--- src/rtl/sram_access_ctrl_pkg.sv ---
// Purpose: shared types and defaults for the SRAM access sequencer.
// Latency: n/a (declarations only).
// Backpressure: n/a.
package sram_access_ctrl_pkg;

    localparam int ADDR_W_DEF = 7;
    localparam int TIMER_W    = 4;

    typedef enum logic [1:0] {
        ST_IDLE = 2'd0,
        ST_PRE  = 2'd1,
        ST_WL   = 2'd2,
        ST_FIN  = 2'd3
    } state_e;

    typedef enum logic {
        REQ_RD = 1'b0,
        REQ_WR = 1'b1
    } req_e;

endpackage

--- src/rtl/sram_access_ctrl_if.sv ---
// Purpose: request handshakes plus row-decoder drive bundled as one port.
// Latency: n/a (wiring only).
// Backpressure: readies come from the controller, valids/addresses from requesters.
interface sram_access_ctrl_if
    import sram_access_ctrl_pkg::*;
#(
    parameter int ADDR_W = ADDR_W_DEF
);
    logic              rd0_valid;
    logic [ADDR_W-1:0] rd0_addr;
    logic              rd0_ready;
    logic              rd1_valid;
    logic [ADDR_W-1:0] rd1_addr;
    logic              rd1_ready;
    logic              wr_valid;
    logic [ADDR_W-1:0] wr_addr;
    logic              wr_ready;
    logic [ADDR_W-1:0] address_1;
    logic [ADDR_W-1:0] address_2;
    logic [1:0]        read_enable;
    logic              write_enable;
    logic              precharge_en;
    logic              sense_en;
    logic              rd0_done;
    logic              rd1_done;
    logic              wr_done;

    // Requester side
    modport master (
        output rd0_valid, rd0_addr, rd1_valid, rd1_addr, wr_valid, wr_addr,
        input  rd0_ready, rd1_ready, wr_ready,
        input  address_1, address_2, read_enable, write_enable,
        input  precharge_en, sense_en, rd0_done, rd1_done, wr_done
    );

    // Controller side
    modport slave (
        input  rd0_valid, rd0_addr, rd1_valid, rd1_addr, wr_valid, wr_addr,
        output rd0_ready, rd1_ready, wr_ready,
        output address_1, address_2, read_enable, write_enable,
        output precharge_en, sense_en, rd0_done, rd1_done, wr_done
    );
endinterface

--- src/rtl/sram_access_ctrl_phase_timer.sv ---
// Purpose: loadable 4-bit down-counter timing the precharge and wordline phases.
// Latency: load takes effect next cycle; zero_o reflects the current count.
// Backpressure: none; decrements only when dec_i is set, saturates at zero.
module phase_timer
    import sram_access_ctrl_pkg::*;
(
    input  logic               clk,
    input  logic               rst_n,
    input  logic               load_i,
    input  logic               dec_i,
    input  logic [TIMER_W-1:0] load_val_i,
    output logic               zero_o
);

    logic [TIMER_W-1:0] cnt_q, cnt_d;

    // Load wins over decrement; hold at zero so a stray dec cannot wrap
    always_comb begin
        cnt_d = cnt_q;
        if (load_i) begin
            cnt_d = load_val_i;
        end else if (dec_i && (cnt_q != '0)) begin
            cnt_d = cnt_q - 1'b1;
        end
    end

    // Counter register
    always_ff @(posedge clk or negedge rst_n) begin
        if (!rst_n) begin
            cnt_q <= '0;
        end else begin
            cnt_q <= cnt_d;
        end
    end

    assign zero_o = (cnt_q == '0);

endmodule

--- src/rtl/sram_access_ctrl.sv ---
// Purpose: arbitrates 2 read ports and 1 write port, sequences precharge/wordline/sense.
// Latency: done pulses 1+PRE_CYCLES+WL_CYCLES cycles after the accept cycle.
// Backpressure: readies only assert in IDLE; one access per 2+PRE_CYCLES+WL_CYCLES cycles.
module sram_access_ctrl
    import sram_access_ctrl_pkg::*;
#(
    parameter int ADDR_W     = ADDR_W_DEF,
    parameter int PRE_CYCLES = 2,
    parameter int WL_CYCLES  = 1
) (
    input  logic              clk,
    input  logic              rst_n,
    sram_access_ctrl_if.slave bus
);

    // Timer counts down to zero, so it is loaded with length-1
    localparam logic [TIMER_W-1:0] PRE_LOAD = TIMER_W'(PRE_CYCLES - 1);
    localparam logic [TIMER_W-1:0] WL_LOAD  = TIMER_W'(WL_CYCLES - 1);

    state_e            state_q, state_d;
    req_e              req_q, req_d;
    logic              rd0g_q, rd0g_d;
    logic              rd1g_q, rd1g_d;
    logic [ADDR_W-1:0] addr1_q, addr1_d;
    logic [ADDR_W-1:0] addr2_q, addr2_d;
    logic              prio_wr_q, prio_wr_d;   // 0: reads win a contended grant
    logic              contend_q, contend_d;   // current access was contended

    logic               any_rd, any_wr, grant_rd, grant_wr;
    logic               t_load, t_dec, t_zero;
    logic [TIMER_W-1:0] t_load_val;

    assign any_rd   = bus.rd0_valid | bus.rd1_valid;
    assign any_wr   = bus.wr_valid;
    // Both read ports ride on one read grant; the write never shares an access
    assign grant_rd = (state_q == ST_IDLE) && any_rd && (!any_wr || !prio_wr_q);
    assign grant_wr = (state_q == ST_IDLE) && any_wr && !grant_rd;

    assign bus.rd0_ready = grant_rd && bus.rd0_valid;
    assign bus.rd1_ready = grant_rd && bus.rd1_valid;
    assign bus.wr_ready  = grant_wr;

    phase_timer u_timer (
        .clk        (clk),
        .rst_n      (rst_n),
        .load_i     (t_load),
        .dec_i      (t_dec),
        .load_val_i (t_load_val),
        .zero_o     (t_zero)
    );

    // Next-state logic and phase timer control
    always_comb begin
        state_d    = state_q;
        t_load     = 1'b0;
        t_dec      = 1'b0;
        t_load_val = PRE_LOAD;
        unique case (state_q)
            ST_IDLE: begin
                if (grant_rd || grant_wr) begin
                    state_d = ST_PRE;
                    t_load  = 1'b1;
                end
            end
            ST_PRE: begin
                if (t_zero) begin
                    state_d    = ST_WL;
                    t_load     = 1'b1;
                    t_load_val = WL_LOAD;
                end else begin
                    t_dec = 1'b1;
                end
            end
            ST_WL: begin
                if (t_zero) begin
                    state_d = ST_FIN;
                end else begin
                    t_dec = 1'b1;
                end
            end
            ST_FIN:  state_d = ST_IDLE;
            default: state_d = ST_IDLE;
        endcase
    end

    // Latch the granted request; flip priority once a contended access finishes
    always_comb begin
        req_d     = req_q;
        rd0g_d    = rd0g_q;
        rd1g_d    = rd1g_q;
        addr1_d   = addr1_q;
        addr2_d   = addr2_q;
        prio_wr_d = prio_wr_q;
        contend_d = contend_q;
        if (grant_wr) begin
            req_d     = REQ_WR;
            rd0g_d    = 1'b0;
            rd1g_d    = 1'b0;
            addr1_d   = bus.wr_addr;
            contend_d = any_rd;
        end else if (grant_rd) begin
            req_d     = REQ_RD;
            rd0g_d    = bus.rd0_valid;
            rd1g_d    = bus.rd1_valid;
            contend_d = any_wr;
            // An ungranted port leaves its decoder address untouched
            if (bus.rd0_valid) addr1_d = bus.rd0_addr;
            if (bus.rd1_valid) addr2_d = bus.rd1_addr;
        end
        if ((state_q == ST_FIN) && contend_q) begin
            prio_wr_d = !prio_wr_q;
        end
    end

    // State and datapath registers
    always_ff @(posedge clk or negedge rst_n) begin
        if (!rst_n) begin
            state_q   <= ST_IDLE;
            req_q     <= REQ_RD;
            rd0g_q    <= 1'b0;
            rd1g_q    <= 1'b0;
            addr1_q   <= '0;
            addr2_q   <= '0;
            prio_wr_q <= 1'b0;
            contend_q <= 1'b0;
        end else begin
            state_q   <= state_d;
            req_q     <= req_d;
            rd0g_q    <= rd0g_d;
            rd1g_q    <= rd1g_d;
            addr1_q   <= addr1_d;
            addr2_q   <= addr2_d;
            prio_wr_q <= prio_wr_d;
            contend_q <= contend_d;
        end
    end

    // Phase outputs decode straight from state so reset clears them at once
    assign bus.address_1    = addr1_q;
    assign bus.address_2    = addr2_q;
    assign bus.precharge_en = (state_q == ST_PRE);
    assign bus.read_enable  = ((state_q == ST_WL) && (req_q == REQ_RD)) ? {rd1g_q, rd0g_q} : 2'b00;
    assign bus.write_enable = (state_q == ST_WL) && (req_q == REQ_WR);
    assign bus.sense_en     = (state_q == ST_FIN) && (req_q == REQ_RD);
    assign bus.rd0_done     = (state_q == ST_FIN) && (req_q == REQ_RD) && rd0g_q;
    assign bus.rd1_done     = (state_q == ST_FIN) && (req_q == REQ_RD) && rd1g_q;
    assign bus.wr_done      = (state_q == ST_FIN) && (req_q == REQ_WR);

endmodule

--- src/flat_wrapper.sv ---
// flat-port wrapper written by rule: the top's interface ports become plain ports
module sram_access_ctrl_flat import sram_access_ctrl_pkg::*;
#(
    parameter int ADDR_W     = ADDR_W_DEF,
    parameter int PRE_CYCLES = 2,
    parameter int WL_CYCLES  = 1
)
  (clk, rst_n, bus_rd0_valid, bus_rd0_addr, bus_rd1_valid, bus_rd1_addr, bus_wr_valid, bus_wr_addr, bus_rd0_ready, bus_rd1_ready, bus_wr_ready, bus_address_1, bus_address_2, bus_read_enable, bus_write_enable, bus_precharge_en, bus_sense_en, bus_rd0_done, bus_rd1_done, bus_wr_done);
  sram_access_ctrl_if #(.ADDR_W(ADDR_W)) bus_i ();
  input  logic clk;
  input  logic rst_n;
  input wire logic [$bits(bus_i.rd0_valid)-1:0] bus_rd0_valid;
  input wire logic [$bits(bus_i.rd0_addr)-1:0] bus_rd0_addr;
  input wire logic [$bits(bus_i.rd1_valid)-1:0] bus_rd1_valid;
  input wire logic [$bits(bus_i.rd1_addr)-1:0] bus_rd1_addr;
  input wire logic [$bits(bus_i.wr_valid)-1:0] bus_wr_valid;
  input wire logic [$bits(bus_i.wr_addr)-1:0] bus_wr_addr;
  output wire logic [$bits(bus_i.rd0_ready)-1:0] bus_rd0_ready;
  output wire logic [$bits(bus_i.rd1_ready)-1:0] bus_rd1_ready;
  output wire logic [$bits(bus_i.wr_ready)-1:0] bus_wr_ready;
  output wire logic [$bits(bus_i.address_1)-1:0] bus_address_1;
  output wire logic [$bits(bus_i.address_2)-1:0] bus_address_2;
  output wire logic [$bits(bus_i.read_enable)-1:0] bus_read_enable;
  output wire logic [$bits(bus_i.write_enable)-1:0] bus_write_enable;
  output wire logic [$bits(bus_i.precharge_en)-1:0] bus_precharge_en;
  output wire logic [$bits(bus_i.sense_en)-1:0] bus_sense_en;
  output wire logic [$bits(bus_i.rd0_done)-1:0] bus_rd0_done;
  output wire logic [$bits(bus_i.rd1_done)-1:0] bus_rd1_done;
  output wire logic [$bits(bus_i.wr_done)-1:0] bus_wr_done;
  assign bus_i.rd0_valid = bus_rd0_valid;
  assign bus_i.rd0_addr = bus_rd0_addr;
  assign bus_i.rd1_valid = bus_rd1_valid;
  assign bus_i.rd1_addr = bus_rd1_addr;
  assign bus_i.wr_valid = bus_wr_valid;
  assign bus_i.wr_addr = bus_wr_addr;
  assign bus_rd0_ready = bus_i.rd0_ready;
  assign bus_rd1_ready = bus_i.rd1_ready;
  assign bus_wr_ready = bus_i.wr_ready;
  assign bus_address_1 = bus_i.address_1;
  assign bus_address_2 = bus_i.address_2;
  assign bus_read_enable = bus_i.read_enable;
  assign bus_write_enable = bus_i.write_enable;
  assign bus_precharge_en = bus_i.precharge_en;
  assign bus_sense_en = bus_i.sense_en;
  assign bus_rd0_done = bus_i.rd0_done;
  assign bus_rd1_done = bus_i.rd1_done;
  assign bus_wr_done = bus_i.wr_done;
  sram_access_ctrl #(.ADDR_W(ADDR_W), .PRE_CYCLES(PRE_CYCLES), .WL_CYCLES(WL_CYCLES)) u_core (.clk(clk), .rst_n(rst_n), .bus(bus_i));
endmodule
--- config.mk ---
export PLATFORM = sky130hd
export DESIGN_NAME = sram_access_ctrl_flat
export DESIGN_NICKNAME = d
export VERILOG_FILES = /design/src/rtl/sram_access_ctrl_pkg.sv /design/src/rtl/sram_access_ctrl_if.sv /design/src/rtl/sram_access_ctrl_phase_timer.sv /design/src/rtl/sram_access_ctrl.sv /design/src/flat_wrapper.sv
export SDC_FILE = /design/constraint.sdc
export NUM_CORES = 1
export LEC_CHECK = 0
export CAP_MARGIN = 20
export CORE_ASPECT_RATIO = 1.25
export CORE_UTILIZATION = 42
export DETAILED_ROUTE_END_ITERATION = 7
export GPL_TIMING_DRIVEN = 0
export PLACE_DENSITY = 0.89
export SKIP_CTS_REPAIR_TIMING = 1
export SLEW_MARGIN = 5
export SYNTH_ARGS = -nofsm -noshare
export SYNTH_HDL_FRONTEND = slang
export SYNTH_SLANG_ARGS = --single-unit
--- constraint.sdc ---
create_clock -name clk -period 2.2 [get_ports clk]
set_input_delay 0.33 -clock clk [delete_from_list [all_inputs] [get_ports clk]]
set_output_delay 0.33 -clock clk [all_outputs]
set_load 0.1 [all_outputs]
==> flow_summary.json, run 1 <==
{
  "status": "finished clean",
  "rows": 21,
  "required_ns": 1.87,
  "synth-edff-count": 0,
  "die_area_um2": 3252,
  "drt-initial-drc-count": 14,
  "rrSetupSlack_ns": 0.42,
  "hold_class": "in2async",
  "fin_tns_setup_ns": 0,
  "wl_per_cell_um": 14.82,
  "cts_tree": "built",
  "critPathBufInv": 1,
  "worst_pin_slew_ns": 1.006,
  "n_fill_cell": 226,
  "critPathCaptureType": "primary output",
  "regArea_um2": 625.6,
  "period_needed_ns": 2.143,
  "rr_endpoint": "u_core.bus.address_1[0]",
  "synth-warning-count": 0,
  "syn_nets": 142,
  "routed_wl_um": 2950,
  "drive_gt1_share_pct": 23.64,
  "via_per_inst": 5.131,
  "rsz0062_at_grt": "false",
  "final_max_slew_viol_count": 0,
  "critPathSlowestCell": "clkdlybuf4s50_1",
  "timing.rr.start": "u_core.state_q[1]",
  "antennaDiodeCount": 0,
  "post-place-ws_ns": -0.7115,
  "syn_inst": 110,
  "crit_type": "reg2out",
  "grt_overflow": 0,
  "yosysSeqAreaShare_pct": 49.21,
  "track_usage_pct": 20.34,
  "cts_buffer_depth": 2,
  "cap_violations": 0,
  "cts_num_sinks": 25,
  "gp_congestion": 0.7313,
  "crit_chain": "clkdlybuf4s50_1",
  "yosys.area.top_type": "dfrtp_1",
  "worst-path-stages": 1,
  "arrival_ns": 1.81,
  "h-tree-depth": 1,
  "critical_path.startpoint_type": "flip-flop",
  "initial_utilization_pct": 45.64,
  "synth_seq_cells": 25,
  "grt_max_degree": 26,
  "clock_latency_ns": 0.32,
  "synth_top_cell_area_share_pct": 49.21,
  "root_buffer": "clkbuf_4",
  "slowest_delay_ns": 1.13,
  "antenna_found_initial": 0,
  "cts_made_buffers": 3,
  "grt_pass1_wl_um": 4843,
  "synthFlopType": "dfrtp_1",
  "syn2layout_area_growth_pct": 46.46,
  "clk_pin_slew_worst_paths_ns": 0.13,
  "yosys.cell_types.count": 27,
  "nets": 198,
  "syn-cell-area_um2": 1271,
  "hold_viol_final": 0,
  "path_delay_family": "buffers and inverters",
  "rr_worst_depth": 6,
  "portBuffers": 50,
  "drc": 0,
  "core_area_um2": 2785,
  "stdcell_area_um2": 1862,
  "fp.dieW_um": 51.21,
  "vias": 1021,
  "multi_input_area_um2": 645.6,
  "async_reset_ff_share_pct": 100.0,
  "clock_skew_ns": 0.005096,
  "timing.slew.headroom_pct": 32.83,
  "place_area_um2": 1824,
  "grt_pass1_vias": 1087,
  "fmax_ghz": 0.4667,
  "avgSynthCellArea_um2": 11.56,
  "fin_ws_ns": 0.05727,
  "period_share_pct": 97.40,
  "drt_first_pass_iters": 4,
  "die_y_um": 63.51,
  "io_pins": 51,
  "synth_area_leaders": "dfrtp_1, mux2_2, mux2_1, ha_1, nand2_1",
  "ant_nets": 0,
  "cp_max_fo": 2,
  "finalSetupViolCount": 0,
  "dp_hpwl_um": 2294
}
[cell usage in the layout (no fill, tap or decap), types with 2 or more instances in the layout]
master / count
clkdlybuf4s50_1: 29
dfrtp_1: 25
mux2_2: 15
nand2_1: 13
dlymetal6s2s_1: 10
clkbuf_2: 9
mux2_1: 7
inv_1: 5
ha_1: 5
a21oi_1: 4
nor2_1: 3
clkbuf_4: 3
and3b_1: 2
and2_1: 2
and2_2: 2
nand2b_1: 2
nor2b_1: 2
nor3_1: 2
o21ai_0: 2
nand3_1: 2
xnor2_1: 2
[sequential cells by signal, indices dropped and copies added (netlist names)]
register / cells
u_core.contend_q: 1
u_core.req_q: 1
u_core.bus.address_2: 7
u_core.rd1g_q: 1
u_core.state_q: 2
u_core.u_timer.cnt_q: 4
u_core.prio_wr_q: 1
u_core.rd0g_q: 1
u_core.bus.address_1: 7
[through the flow]
step / std cells / utilization, % / hold slack, ns
floorplan: 110 / - / 0.03441
global placement: 194 / 65.50 / 0.4742
detailed placement: 194 / 65.50 / 0.4856
CTS: 198 / 66.44 / 0.5155
global route: 199 / 66.85 / 0.3534
finish: 199 / 66.85 / 0.3278
[cell usage after synthesis (all sizes together), types with 3 or more instances]
cell,instances
nor2b,3
nand3,3
ha,6
inv,6
and2,4
nor2,3
a21oi,4
nand2,13
dfrtp,25
mux2,22
[worst max-delay path by stage]
stage / slack (ns) / endpoint / startpoint
finish: 0.06 / bus_address_2[5] / u_core.bus.address_2[5]
CTS: -1.03 / bus_rd1_ready / u_core.state_q[0]
floorplan: 0.12 / u_core.state_q[1] / u_core.state_q[1]
global route: 0.007 / bus_read_enable[1] / u_core.state_q[0]
detailed placement: -0.71 / bus_rd1_ready / bus_wr_valid
global placement: -0.63 / bus_rd1_ready / bus_wr_valid
[metal layers]
layer | up-vias | global-route usage [%] | share of wire [%]
met3 | 4 | 2.657 | 3.8
met1 | 499 | 23.05 | 38
li1 | 488 | - | -
met4 | 0 | 10.76 | 1.7
met5 | - | 0 | 0
met2 | 30 | 35.86 | 56
[cells by family (layout without fill, tap and decap cells)]
logic type / Yosys count / in the layout / share of synthesized area (%)
mux: 22 / 22 / 19.49
flops: 25 / 25 / 49.21
simple gates: 37 / 37 / 15.65
buf+inv: 7 / 62 / 2.165
fa+ha+maj: 6 / 6 / 5.905
xor+xnor: 2 / 2 / 1.378
compound gates: 11 / 11 / 6.202
[cell type report]
| cell class | count | area share (%) |
|---|---|---|
| timing repair buffer | 51 | 26.55 |
| inverter | 6 | 1.210 |
| tap | 34 | 2.285 |
| multi-input combinational | 78 | 34.68 |
| clock buffer | 4 | 1.411 |
| buffer | 1 | 0.2688 |
| sequential | 25 | 33.60 |
Power of run 1 is not shown: default switching activity piles up to over one toggle a cycle in this logic, so the estimate is an artifact.
==> run 2, diff against run 1 <==
GPL_ROUTABILITY_DRIVEN = 1   (was default)
==> results of run 2 <==
No change in the layout: final DEF, timing and power equal those of run 1.
Power of run 2 is left out for the same reason.
==> run 3, diff against run 2 <==
CORE_ASPECT_RATIO = 1.2   (was 1.25)
GPL_ROUTABILITY_DRIVEN = 0   (was 1)
==> flow_summary.json, run 3 (synthesized netlist as in run 1, its figures left out) <==
{
  "period_needed_ns": 2.155,
  "rrSetupSlack_ns": 0.28,
  "hold_class": "in2async",
  "slowest_delay_ns": 1.14,
  "cp_max_fo": 2,
  "arrival_ns": 1.83,
  "startpoint": "u_core.bus.address_1[2]",
  "fin_ws_ns": 0.04453,
  "mostFrequentLayoutCell": "clkdlybuf4s50_1",
  "dp_hpwl_um": 2227,
  "timing.slew.headroom_pct": 34.40,
  "critPathBufInv": 1,
  "via_per_inst": 5.085,
  "rows": 21,
  "grt_overflow": 0,
  "final_cells": 199,
  "finalSetupViolCount": 0,
  "fp.dieW_um": 52.22,
  "path_delay_family": "buffers and inverters",
  "syn2layout_area_growth_pct": 46.26,
  "status": "finished clean",
  "period_share_pct": 97.98,
  "cts_tree": "built",
  "wl_per_cell_um": 14.92,
  "cap_violations": 0,
  "antenna_found_initial": 0,
  "critPathSlowestCell": "clkdlybuf4s50_1",
  "crit_type": "reg2out",
  "nets": 198,
  "io_pins": 51,
  "worst_pin_slew_ns": 0.9824,
  "rsz0062_at_grt": "true",
  "critPathCaptureType": "primary output",
  "drive_gt1_share_pct": 23.03,
  "crit_end": "bus_address_1[2]",
  "crit_chain": "clkdlybuf4s50_1",
  "timing.rr.start": "u_core.state_q[0]",
  "grt_pass1_vias": 1059,
  "n_fill_cell": 235,
  "required_ns": 1.87,
  "critical_path.startpoint_type": "flip-flop",
  "antennaDiodeCount": 0,
  "clk_pin_slew_worst_paths_ns": 0.13,
  "worst-path-stages": 1,
  "drt-initial-drc-count": 8,
  "cts_made_buffers": 3,
  "die_area_um2": 3251,
  "cts_num_sinks": 25,
  "core_area_um2": 2838,
  "clock_skew_ns": 0.001984,
  "multi_input_area_um2": 643.1,
  "rr_endpoint": "u_core.bus.address_1[6]",
  "rr_worst_depth": 6,
  "dpl.cell_count": 194,
  "vias": 1012,
  "track_usage_pct": 19.01,
  "final_cell_mix": "clkdlybuf4s50_1, dfrtp_1, mux2_2",
  "root_buffer": "clkbuf_4",
  "clock_latency_ns": 0.31,
  "post-place-ws_ns": -0.7044,
  "grt_max_degree": 26,
  "ant_nets": 0,
  "initial_utilization_pct": 44.80,
  "final_max_slew_viol_count": 0,
  "cts_buffer_depth": 2,
  "hold_viol_final": 0,
  "grt_pass1_wl_um": 4643,
  "fmax_ghz": 0.4639,
  "routed_wl_um": 2969,
  "h-tree-depth": 1,
  "drc": 0,
  "die_y_um": 62.27,
  "drt_first_pass_iters": 4,
  "portBuffers": 50,
  "regArea_um2": 625.6
}
## run 3: worst min-delay path by stage
stage,end,slack (ns),start,cells after the start
global placement,u_core.rd0g_q,0.47,u_core.rd0g_q,1
global route,u_core.prio_wr_q,0.34,rst_n,1
CTS,u_core.contend_q,0.51,u_core.contend_q,2
finish,u_core.prio_wr_q,0.34,rst_n,1
detailed placement,u_core.contend_q,0.48,u_core.contend_q,2
floorplan,u_core.bus.address_1[0],0.03,rst_n,0
## run 3: metal layers
layer	GRT usage (%)	wire, um	up-vias
met2	34.62	1625	28
met5	0	0	-
met3	2.451	98	2
met1	21.27	1218	494
li1	-	-	488
met4	7.895	27	0
## run 3: through the flow
stage	hold slack, ns	setup TNS, ns	area [um^2]	utilization (%)
after floorplan	0.03441	0	1281	-
after global placement	0.4705	-2.075	1824	64.29
after detailed placement	0.4803	-2.560	1824	64.29
after CTS	0.5107	-6.315	1851	65.21
after global routing	0.3353	-0.06545	1859	65.52
final	0.3382	0	1859	65.52
## run 3: layout make-up
cell class              count  share of cell area [%]
multi-input cells          78                   34.59
repair buffers             51                   26.58
well taps                  34                   2.288
flip-flops and latches     25                   33.65
plain buffers               1                  0.2692
clock buffers               4                   1.413
inverters                   6                   1.211
Power of run 3 is left out for the same reason.
